### src/rtl/axis_i2s_rx_ctrl.sv
// I2S receive packetizer: gates sample strobes with start/stop and left-channel alignment,
// buffers them in a 2-entry skid FIFO and emits AXI4-Stream beats with tlast every pkt_len samples.
module axis_i2s_rx_ctrl #(
   parameter int DATA_W = 32,
   parameter int LEN_W  = 16
) (
   input  logic              m_axis_aclk,
   input  logic              m_axis_arst,
   input  logic              ctrl_start,
   input  logic              ctrl_stop,
   input  logic [LEN_W-1:0]  ctrl_pkt_len,
   input  logic              smp_valid,
   input  logic [DATA_W-1:0] smp_data,
   input  logic              smp_lr,
   input  logic              m_axis_tready,
   output logic              m_axis_tvalid,
   output logic [DATA_W-1:0] m_axis_tdata,
   output logic              m_axis_tlast,
   output logic              busy,
   output logic [LEN_W-1:0]  ovf_cnt,
   output logic              ovf_sticky
);

   typedef enum logic [1:0] {IDLE, ALIGN, RUN, DRAIN} state_t;

   state_t            state_q, state_d;
   logic [LEN_W-1:0]  pkt_len_q, pkt_len_d;
   logic [LEN_W-1:0]  smp_cnt_q, smp_cnt_d;
   logic [LEN_W-1:0]  ovf_cnt_q, ovf_cnt_d;
   logic              ovf_sticky_q, ovf_sticky_d;
   logic              busy_q, busy_d;
   logic [DATA_W-1:0] dat0_q, dat0_d, dat1_q, dat1_d;
   logic              last0_q, last0_d, last1_q, last1_d;
   logic [1:0]        cnt_q, cnt_d;
   logic              pop, space, take, push, drop, tlast_tag;

   always_comb begin
      pop       = (cnt_q != 2'd0) && m_axis_tready;
      space     = (cnt_q != 2'd2) || pop;
      tlast_tag = (smp_cnt_q == pkt_len_q - LEN_W'(1));

      // A stop on a packet boundary must not open a new packet with the same-cycle sample.
      take = 1'b0;
      case (state_q)
         ALIGN:   take = smp_valid && !smp_lr && !ctrl_stop;
         RUN:     take = smp_valid && !(ctrl_stop && smp_cnt_q == '0);
         DRAIN:   take = smp_valid;
         default: take = 1'b0;
      endcase
      push = take && space;
      drop = take && !space;

      state_d      = state_q;
      pkt_len_d    = pkt_len_q;
      smp_cnt_d    = smp_cnt_q;
      ovf_cnt_d    = ovf_cnt_q;
      ovf_sticky_d = ovf_sticky_q;
      dat0_d       = dat0_q;
      dat1_d       = dat1_q;
      last0_d      = last0_q;
      last1_d      = last1_q;
      cnt_d        = cnt_q;

      case ({push, pop})
         2'b10: begin
            if (cnt_q == 2'd0) begin
               dat0_d  = smp_data;
               last0_d = tlast_tag;
            end else begin
               dat1_d  = smp_data;
               last1_d = tlast_tag;
            end
            cnt_d = cnt_q + 2'd1;
         end
         2'b01: begin
            dat0_d  = dat1_q;
            last0_d = last1_q;
            cnt_d   = cnt_q - 2'd1;
         end
         2'b11: begin
            if (cnt_q == 2'd1) begin
               dat0_d  = smp_data;
               last0_d = tlast_tag;
            end else begin
               dat0_d  = dat1_q;
               last0_d = last1_q;
               dat1_d  = smp_data;
               last1_d = tlast_tag;
            end
         end
         default: ;
      endcase

      if (push)
         smp_cnt_d = tlast_tag ? '0 : smp_cnt_q + LEN_W'(1);
      if (drop) begin
         ovf_sticky_d = 1'b1;
         if (ovf_cnt_q != '1)
            ovf_cnt_d = ovf_cnt_q + LEN_W'(1);
      end

      case (state_q)
         IDLE: begin
            if (ctrl_start && !ctrl_stop) begin
               state_d      = ALIGN;
               pkt_len_d    = (ctrl_pkt_len == '0) ? LEN_W'(1) : ctrl_pkt_len;
               smp_cnt_d    = '0;
               ovf_cnt_d    = '0;
               ovf_sticky_d = 1'b0;
            end
         end
         ALIGN: begin
            if (ctrl_stop)
               state_d = IDLE;
            else if (push)
               state_d = RUN;
         end
         RUN: begin
            if (ctrl_stop)
               state_d = (smp_cnt_q == '0 || (push && tlast_tag)) ? IDLE : DRAIN;
         end
         DRAIN: begin
            if (push && tlast_tag)
               state_d = IDLE;
         end
         default: state_d = IDLE;
      endcase

      busy_d = (state_d != IDLE) || (cnt_d != 2'd0);
   end

   always_ff @(posedge m_axis_aclk) begin
      if (m_axis_arst) begin
         state_q      <= IDLE;
         pkt_len_q    <= '0;
         smp_cnt_q    <= '0;
         ovf_cnt_q    <= '0;
         ovf_sticky_q <= 1'b0;
         busy_q       <= 1'b0;
         dat0_q       <= '0;
         dat1_q       <= '0;
         last0_q      <= 1'b0;
         last1_q      <= 1'b0;
         cnt_q        <= 2'd0;
      end else begin
         state_q      <= state_d;
         pkt_len_q    <= pkt_len_d;
         smp_cnt_q    <= smp_cnt_d;
         ovf_cnt_q    <= ovf_cnt_d;
         ovf_sticky_q <= ovf_sticky_d;
         busy_q       <= busy_d;
         dat0_q       <= dat0_d;
         dat1_q       <= dat1_d;
         last0_q      <= last0_d;
         last1_q      <= last1_d;
         cnt_q        <= cnt_d;
      end
   end

   assign m_axis_tvalid = (cnt_q != 2'd0);
   assign m_axis_tdata  = dat0_q;
   assign m_axis_tlast  = last0_q;
   assign busy          = busy_q;
   assign ovf_cnt       = ovf_cnt_q;
   assign ovf_sticky    = ovf_sticky_q;

endmodule

### config.mk
export PLATFORM = sky130hd
export DESIGN_NAME = axis_i2s_rx_ctrl
export DESIGN_NICKNAME = d
export VERILOG_FILES = /design/src/rtl/axis_i2s_rx_ctrl.sv
export SDC_FILE = /design/constraint.sdc
export NUM_CORES = 1
export LEC_CHECK = 0
export ABC_AREA = 1
export CAP_MARGIN = 20
export CORE_AREA = 10 10 113 115
export CTS_CLUSTER_SIZE = 8
export DETAILED_ROUTE_END_ITERATION = 6
export DIE_AREA = 0 0 123 125
export GPL_TIMING_DRIVEN = 0
export HOLD_SLACK_MARGIN = 0.03
export PLACE_DENSITY = 0.84
export SYNTH_ARGS = -nofsm -noshare
export SYNTH_HDL_FRONTEND = slang
export SYNTH_SLANG_ARGS = --single-unit
export TNS_END_PERCENT = 20
### constraint.sdc
create_clock -name m_axis_aclk -period 6.2 [get_ports m_axis_aclk]
set_clock_uncertainty 0.05 [all_clocks]
set_input_delay 1.24 -clock m_axis_aclk [delete_from_list [all_inputs] [get_ports m_axis_aclk]]
set_output_delay 1.24 -clock m_axis_aclk [all_outputs]
set_load 0.01 [all_outputs]
==> flow_metrics.py <==
metrics = {
    "status": {
        "status": "completed",
    },
    "clocking": {
        "ctsResizeCount": 0,
        "root_buffer": "clkbuf_8",
        "cts.clk_slew.worst_paths_ns": 0.05,
        "clk_path_buf_depth": 2,
        "hold_buffers": 0,
        "htreeDepth": 4,
        "insertion_delay_ns": 0.53,
        "cts_setup_buffers": 0,
        "cts.sinks": 120,
        "cts_tree": "built",
        "numCtsBuffers": 17,
    },
    "finish": {
        "final_cells": 1108,
        "mostFrequentLayoutCells": "128 x nand2_1, 121 x nor2_1, 120 x dfxtp_1, 106 x clkdlybuf4s50_1, 80 x inv_1",
        "drive_gt1_frac": 0.0723,
        "syn_to_final_growth_pct": 30.4,
        "antenna_cells": 0,
        "final_area_sq_mm": 0.00763,
        "final_net_count": 1017,
        "final_common_cell": "nand2_1",
    },
    "worst_setup_path": {
        "worstSetupEndpointType": "flip-flop",
        "cp.arrival_ns": 3.64,
        "reg2reg_depth": 14,
        "worstPathRequired_ns": 6.60,
        "start_kind": "input pin",
        "cp_max_fo": 10,
        "critPathKind": "in2reg",
    },
    "sta": {
        "fin_crit_ns": 3.24,
        "setup_viol_count_final": 0,
        "setup-tns-final_ns": 0,
        "relSlewSlack": 0.432,
        "fin_crit_sh": 0.523,
        "layout_setup_ws_ns": 2.96,
        "timing.final.hold_violations": 0,
        "rsz0062_at_grt": "no",
        "worst_pin_slew_ns": 0.848,
        "slew_viol_final": 0,
        "clock.fmax_ghz": 0.308,
    },
    "global_routing": {
        "grt.overflow.total": 0,
        "antenna_found_initial": 0,
        "grt_pass1_wl_um": 27600,
        "grt_usage": 0.220,
        "grt_pass1_vias": 5838,
        "grt_max_degree": 17,
    },
    "synth": {
        "netlist_area_sq_mm": 0.00585,
        "ys.flop_type": "dfxtp_1",
        "synthArstFlopShare": 0,
        "synth_nets": 892,
        "netlist_instances": 830,
        "synth_cell_types": 40,
        "yosys_warnings": 0,
        "synth_edf_count": 0,
        "seq_area_frac_synth": 0.411,
        "ys_ff_latch": 120,
        "avgSynthCellArea_sq_um": 7.05,
    },
    "die": {
        "die_h_um": 125,
        "die_area_sq_mm": 0.0154,
        "io_pins": 107,
        "coreArea_sq_mm": 0.0106,
        "initial_utilization": 0.552,
        "die_w_um": 123,
        "rows": 38,
    },
    "drt": {
        "viasPerCell": 5.47,
        "drt_wl_total_um": 16700,
        "vias": 6066,
        "drtPass1Iterations": 7,
        "drcViolationCount": 0,
        "wl_per_cell_um": 15.1,
        "drt-initial-drc-count": 507,
        "ant_nets": 0,
    },
    "power": {
        "vdd_drop_max_v": 0.000200,
        "total_leakage_power_nw": 3.19,
        "total_power_w": 0.00211,
        "p_per_area_mw_per_mm2": 276,
    },
    "placed_design": {
        "numPortBuffers": 106,
        "dpl_worst_slack_ns": 2.49,
        "post_dp_cell_area_sq_mm": 0.00708,
        "place_inst": 1076,
        "gp_congestion": 0.890,
        "dp_hpwl_um": 12100,
    },
    "hold_path": {
        "hold_path_depth": 2,
        "hp-class": "reg2reg",
    },
    "run": {
        "cap_violations": 0,
    },
}
==> cell usage after synthesis (all sizes together), types with 2 or more instances <==
cell,count,area [sq um]
nand2,130,493
nor2,130,534
dfxtp,120,2400
inv,94,353
o21ai,84,420
a21oi,77,389
nand3,46,230
nor3,22,115
xor2,18,158
nand4,17,106
buf,16,86.3
a31oi,15,93.8
clkbuf,14,52.6
ha,7,87.6
xnor2,7,61.3
a32o,6,60.1
nor4,6,37.5
nand3b,4,30.0
nor3b,3,22.5
a211oi,2,27.5
a221oi,2,17.5
o211ai,2,15.0
o21a,2,15.0
==> cells by family (layout without fill, tap and decap cells) <==
family                   count (synthesis)  count (layout)  share of synthesized area
AND/OR/NAND/NOR                        359             359                      0.269
AO/OA/AOI/OAI                          194             194                      0.183
buffers and inverters                  125             263                     0.0847
flip-flops                             120             120                      0.411
XOR/XNOR                                25              25                     0.0374
adder cells (fa/ha/maj)                  7               7                     0.0150
==> final timing paths <==
path / slack, ns / endpoint / startpoint
worst max-delay path: 2.96 / ovf_cnt[12] / ctrl_stop
worst min-delay path: 0.40 / dat1_q[12] / dat1_q[12]
worst max register to register: 3.71 / m_axis_tdata[20] / cnt_q[0]
worst min register to register: 0.40 / dat1_q[12] / dat1_q[12]
==> critical path, stage by stage <==
cell	delay (ns)
clkdlybuf4s50_1	0.48
inv_1	0.08
nand2_1	0.06
inv_1	0.04
nand2_1	0.24
inv_2	0.14
nor2_1	0.67
inv_1	0.12
clkbuf_1	0.29
a211oi_1	0.26
==> metrics by stage <==
stage          utilization  hold WS, ns
2_1_floorplan            -        0.375
3_5_place_dp         0.668        0.392
5_1_grt              0.719        0.437
4_1_cts              0.719        0.399
3_3_place_gp         0.668        0.386
6_report             0.719        0.396
==> cell type report <==
| type | count | area [sq um] |
|---|---|---|
| Sequential cell | 120 | 2400 |
| Tap cell | 140 | 175 |
| Clock buffer | 25 | 474 |
| Clock inverter | 7 | 68.8 |
| Fill cell | 875 | 2980 |
| Timing Repair Buffer | 106 | 1060 |
| Inverter | 95 | 357 |
| Buffer | 30 | 139 |
| Multi-Input combinational cell | 585 | 2950 |
==> power breakdown <==
part | leakage [nW] | switching (W) | total (W) | internal (W)
logic | 1.95 | 0.000210 | 0.000371 | 0.000160
registers | 0.971 | 0.0000232 | 0.000832 | 0.000808
clock network | 0.262 | 0.000343 | 0.000904 | 0.000561
==> state kept, by name, summed over array words and instances, names as in the netlist <==
register	count
pkt_len_q	16
state_q	2
ovf_sticky	1
m_axis_tdata	32
smp_cnt_q	16
ovf_cnt	16
busy	1
last1_q	1
dat1_q	32
cnt_q	2
m_axis_tlast	1
==> routing by layer <==
| metal | vias to the layer above | wire length [um] | global-route usage |
|---|---|---|---|
| li1 | 3016 | - | - |
| met1 | 2797 | 6750 | 0.266 |
| met2 | 224 | 8100 | 0.353 |
| met3 | 29 | 1510 | 0.0702 |
| met4 | 0 | 331 | 0.0857 |
| met5 | - | 0 | 0 |
(Power assumes the default switching activity.)
==> edit 1: new RTL, same settings <==
The parameter `DATA_W` goes from 32 to 16.
--- a/src/rtl/axis_i2s_rx_ctrl.sv
+++ b/src/rtl/axis_i2s_rx_ctrl.sv
@@ -2,5 +2,5 @@
 // buffers them in a 2-entry skid FIFO and emits AXI4-Stream beats with tlast every pkt_len samples.
 module axis_i2s_rx_ctrl #(
-   parameter int DATA_W = 32,
+   parameter int DATA_W = 16,
    parameter int LEN_W  = 16
 ) (
Interface: changed (resized m_axis_tdata and smp_data); port bits go from 107 to 75. No check against the original RTL was run, so the function may have changed too.
==> edit 1 against the original RTL <==
- register-to-register slack improved by 0.11 ns
- worst setup slack got worse by 0.15 ns
- power decreased by 36%
- sequential cell count decreased by 32
- area after synthesis decreased by 15%
- routed wire length decreased by 20%
- final area decreased by 20%
- highest routed layer unchanged
==> edit 1: results (changes against the original RTL) <==
stage,metric,value,unit,change
outcome,outcome,finished clean,,
global_route,gr-usage-met3,0.0441,,-0.0261
finish,drive_above_1_share,0.113,,+0.0406
drt,vias_per_cell,5.19,,-5.2%
drt,wire_per_inst,14.3,µm,-5.1%
placed_design,place_congestion,0.935,,+5.0%
finish,nets,838,,-18%
timing,tightest_slew,0.622,ns,-0.226 ns
global_route,grt_util_all_layers,0.173,,-0.0467
logic_synthesis,syn_area_per_cell,7.01,µm²,-0.58%
drt,wl_met1,5920,µm,-12%
global_route,grt_first_pass_wirelength,22100,µm,-20%
logic_synthesis,synth_common_cells,"152 x nand2_1, 93 x nor2_1, 88 x dfxtp_1, 56 x inv_1, 53 x o21ai_0",,
placed_design,placed_area,5870,µm²,-17%
placed_design,placed_cells_incl_taps,921,,-14%
global_route,use_met2,0.284,,-0.0697
logic_synthesis,seq_area_frac_synth,0.355,,-0.0556
critical_path,slowest_stage,clkdlybuf4s50_1,,
logic_synthesis,synth_fp_nets,754,,-15%
cts,clk_latency,0.37,ns,-0.16 ns
global_route,first_global_vias,4512,,-23%
logic_synthesis,synth_compound_area_frac,0.120,,-0.0629
logic_synthesis,synth_cell_type_count,48,,+20%
critical_path,cpPeakStageDelay,0.56,ns,-0.11 ns
cts,htreeDepth,3,,-1
power_and_ir_drop,peakVddDrop,124,µV,-38%
edit 1: path summary, 6_finish.rpt:
kind | cells after the start | slack, ns | from | endpoint
max | 8 | 2.81 | ctrl_stop | pkt_len_q[7]
min | 2 | 0.40 | dat1_q[3] | dat1_q[3]
max reg2reg | 7 | 3.82 | state_q[0] | pkt_len_q[7]
min reg2reg | 2 | 0.40 | dat1_q[3] | dat1_q[3]
edit 1: power breakdown:
group | switching [mW] | leakage, nW | total, mW | internal, mW
Sequential | 0.0174 | 0.712 | 0.609 | 0.592
Combinational | 0.189 | 1.71 | 0.323 | 0.133
Clock | 0.227 | 0.0977 | 0.417 | 0.191
Total | 0.434 | 2.52 | 1.35 | 0.916
edit 1: final cells by class:
cell class                 instances  area (µm²)  share of cell area
tap                              140         175              0.0289
sequential                        88        1760               0.290
timing repair buffer              73         731               0.120
clock buffer                       9         124              0.0204
inverter                          74         283              0.0466
clock inverter                     7        78.8              0.0130
multi-input combinational        526        2810               0.463
buffer                            20         106              0.0175
==> edit 2: new RTL, same flow settings <==
Without the edit above. Re-encode `state_t` (4 states) as one-hot, 4 bits wide.
--- a/src/rtl/axis_i2s_rx_ctrl.sv
+++ b/src/rtl/axis_i2s_rx_ctrl.sv
@@ -22,5 +22,5 @@
 );
 
-   typedef enum logic [1:0] {IDLE, ALIGN, RUN, DRAIN} state_t;
+   typedef enum logic [3:0] {IDLE = 4'b0001, ALIGN = 4'b0010, RUN = 4'b0100, DRAIN = 4'b1000} state_t;
 
    state_t            state_q, state_d;
Check against the original RTL: same outputs for any inputs over 4 cycles, from zero or initial values and one cycle with m_axis_arst high; so few cycles prove little.
==> edit 2 against the original RTL <==
- area after synthesis up 11%
- global-route usage up 2.8 points
- sequential cell count up 2
- fmax down 0.49%
- highest routed layer unchanged
- worst setup slack worse by 0.016 ns
- final area up 9.1%
- via count up 15%
- power up 25%
- first-iteration DRC count up 69%
- clock power up 16%
- worst hold slack better by 0.0092 ns
- final cell count up 12%
- routed wire length up 16%
==> edit 2: results (changes against the original RTL) <==
stage,metric,value,unit,change
power_and_ir_drop,peakVddDrop,285,µV,+43%
global_route,first_global_vias,6647,,+14%
logic_synthesis,seq_area_frac_synth,0.377,,-0.0333
critical_path,cp_max_fo,3,,-7
critical_path,timing.rr.start,smp_cnt_q[0],,
timing,tightest_slew,0.724,ns,-0.124 ns
global_route,grt_first_pass_wirelength,31700,µm,+15%
finish,n_fill_cell,814,,-7.0%
global_route,grt_util_all_layers,0.248,,+0.0283
logic_synthesis,synth_compound_area_frac,0.194,,+0.0111
drt,vias_per_cell,5.62,,+2.7%
drt,drt_iter0_drc,859,,+69%
logic_synthesis,synth_common_cells,"189 x nand2_1, 131 x nor2_1, 125 x inv_1, 122 x dfxtp_1, 90 x o21ai_0",,
critical_path,ff2ff_path_depth,15,,+1
drt,drt_wl_total,19300,µm,+16%
outcome,outcome,finished clean,,
logic_synthesis,synth_cell_type_count,37,,-7.5%
placed_design,dpl.hpwl,13500,µm,+12%
cts,ctsHoldBuffers,0,,unchanged
critical_path,cpPeakStageDelay,0.59,ns,-0.08 ns
placed_design,place_congestion,0.942,,+5.8%
critical_path,slowest_stage,clkdlybuf4s50_1,,
finish,drive_above_1_share,0.0646,,-0.00771
drt,first_pass_iters,6,,-1
critical_path,rrSetupSlack,3.72,ns,about the same
power_and_ir_drop,power_switching,836,µW,+45%
critical_path,worstPathArrival,1.97,ns,-1.67 ns
logic_synthesis,synthAdderAreaFrac,0.0135,,-0.00144
power_and_ir_drop,leakage,3.50,nW,+10%
logic_synthesis,synth_fp_nets,1024,,+15%
finish,nets,1149,,+13%
logic_synthesis,synthTopCellsByArea,"dfxtp_1 38%, nand2_1 11%, nor2_1 7.6%, inv_1 7.3%, o21ai_0 7.0%",,
min_path,min_to,dat1_q[16],,
[edit 2: power groups by stage]
stage / Clock (mW) / Sequential (mW) / Combinational (mW)
detailed placement: 0 / 0.910 / 0.673
floorplan: 0 / 0.933 / 0.371
finish: 1.05 / 0.898 / 0.688
CTS: 1.04 / 0.897 / 0.682
global route: 1.08 / 0.904 / 0.762
global placement: 0 / 0.911 / 0.663
[edit 2: final cells by class]
type                            count  share of cell area
Buffer                             43              0.0230
Clock buffer                       18              0.0514
Clock inverter                     13              0.0228
Inverter                          131              0.0591
Multi-Input combinational cell    666               0.402
Sequential cell                   122               0.293
Tap cell                          140              0.0210
Timing Repair Buffer              106               0.127
[edit 2: layer usage]
| layer | wire length (µm) | track usage | vias up |
|---|---|---|---|
| met3 | 1610 | 0.0680 | 30 |
| met1 | 8160 | 0.316 | 3270 |
| li1 | - | - | 3395 |
| met4 | 313 | 0.0781 | 0 |
| met5 | 0 | 0 | - |
| met2 | 9220 | 0.397 | 272 |
[edit 2: tightest hold or removal path, cell delays in order, from the launching register on]
cell and delay [ns]:
dfxtp_1 0.30, inv_1 0.06, a21oi_1 0.05
[edit 2: logic make-up (layout without fill, tap and decap cells)]
family                   Yosys count  in the layout
AO/OA/AOI/OAI                    220            220
XOR/XNOR                          26             26
adder cells (fa/ha/maj)            7              7
buffers and inverters            174            311
flip-flops                       122            122
AND/OR/NAND/NOR                  413            413
[edit 2: worst max-delay path by stage]
stage / end / startpoint
after CTS: m_axis_tvalid / cnt_q[0]
final: m_axis_tvalid / cnt_q[0]
after detailed placement: pkt_len_q[9] / ctrl_stop
after floorplan: dat1_q[18] / m_axis_tready
after global routing: ovf_cnt[12] / ctrl_stop
after global placement: ovf_cnt[12] / ctrl_stop
[edit 2: stage by stage]
step                      hold slack, ns  cells  cell area [µm²]  worst slack (ns)  utilization
after detailed placement           0.395   1208             7710              2.62        0.727
after global routing               0.436   1239             8320              2.87        0.785
after global placement             0.389   1208             7710              2.64        0.727
after CTS                          0.405   1239             8320              2.97        0.785
after floorplan                    0.380    962             6470              3.56            -
final                              0.405   1239             8320              2.94        0.785
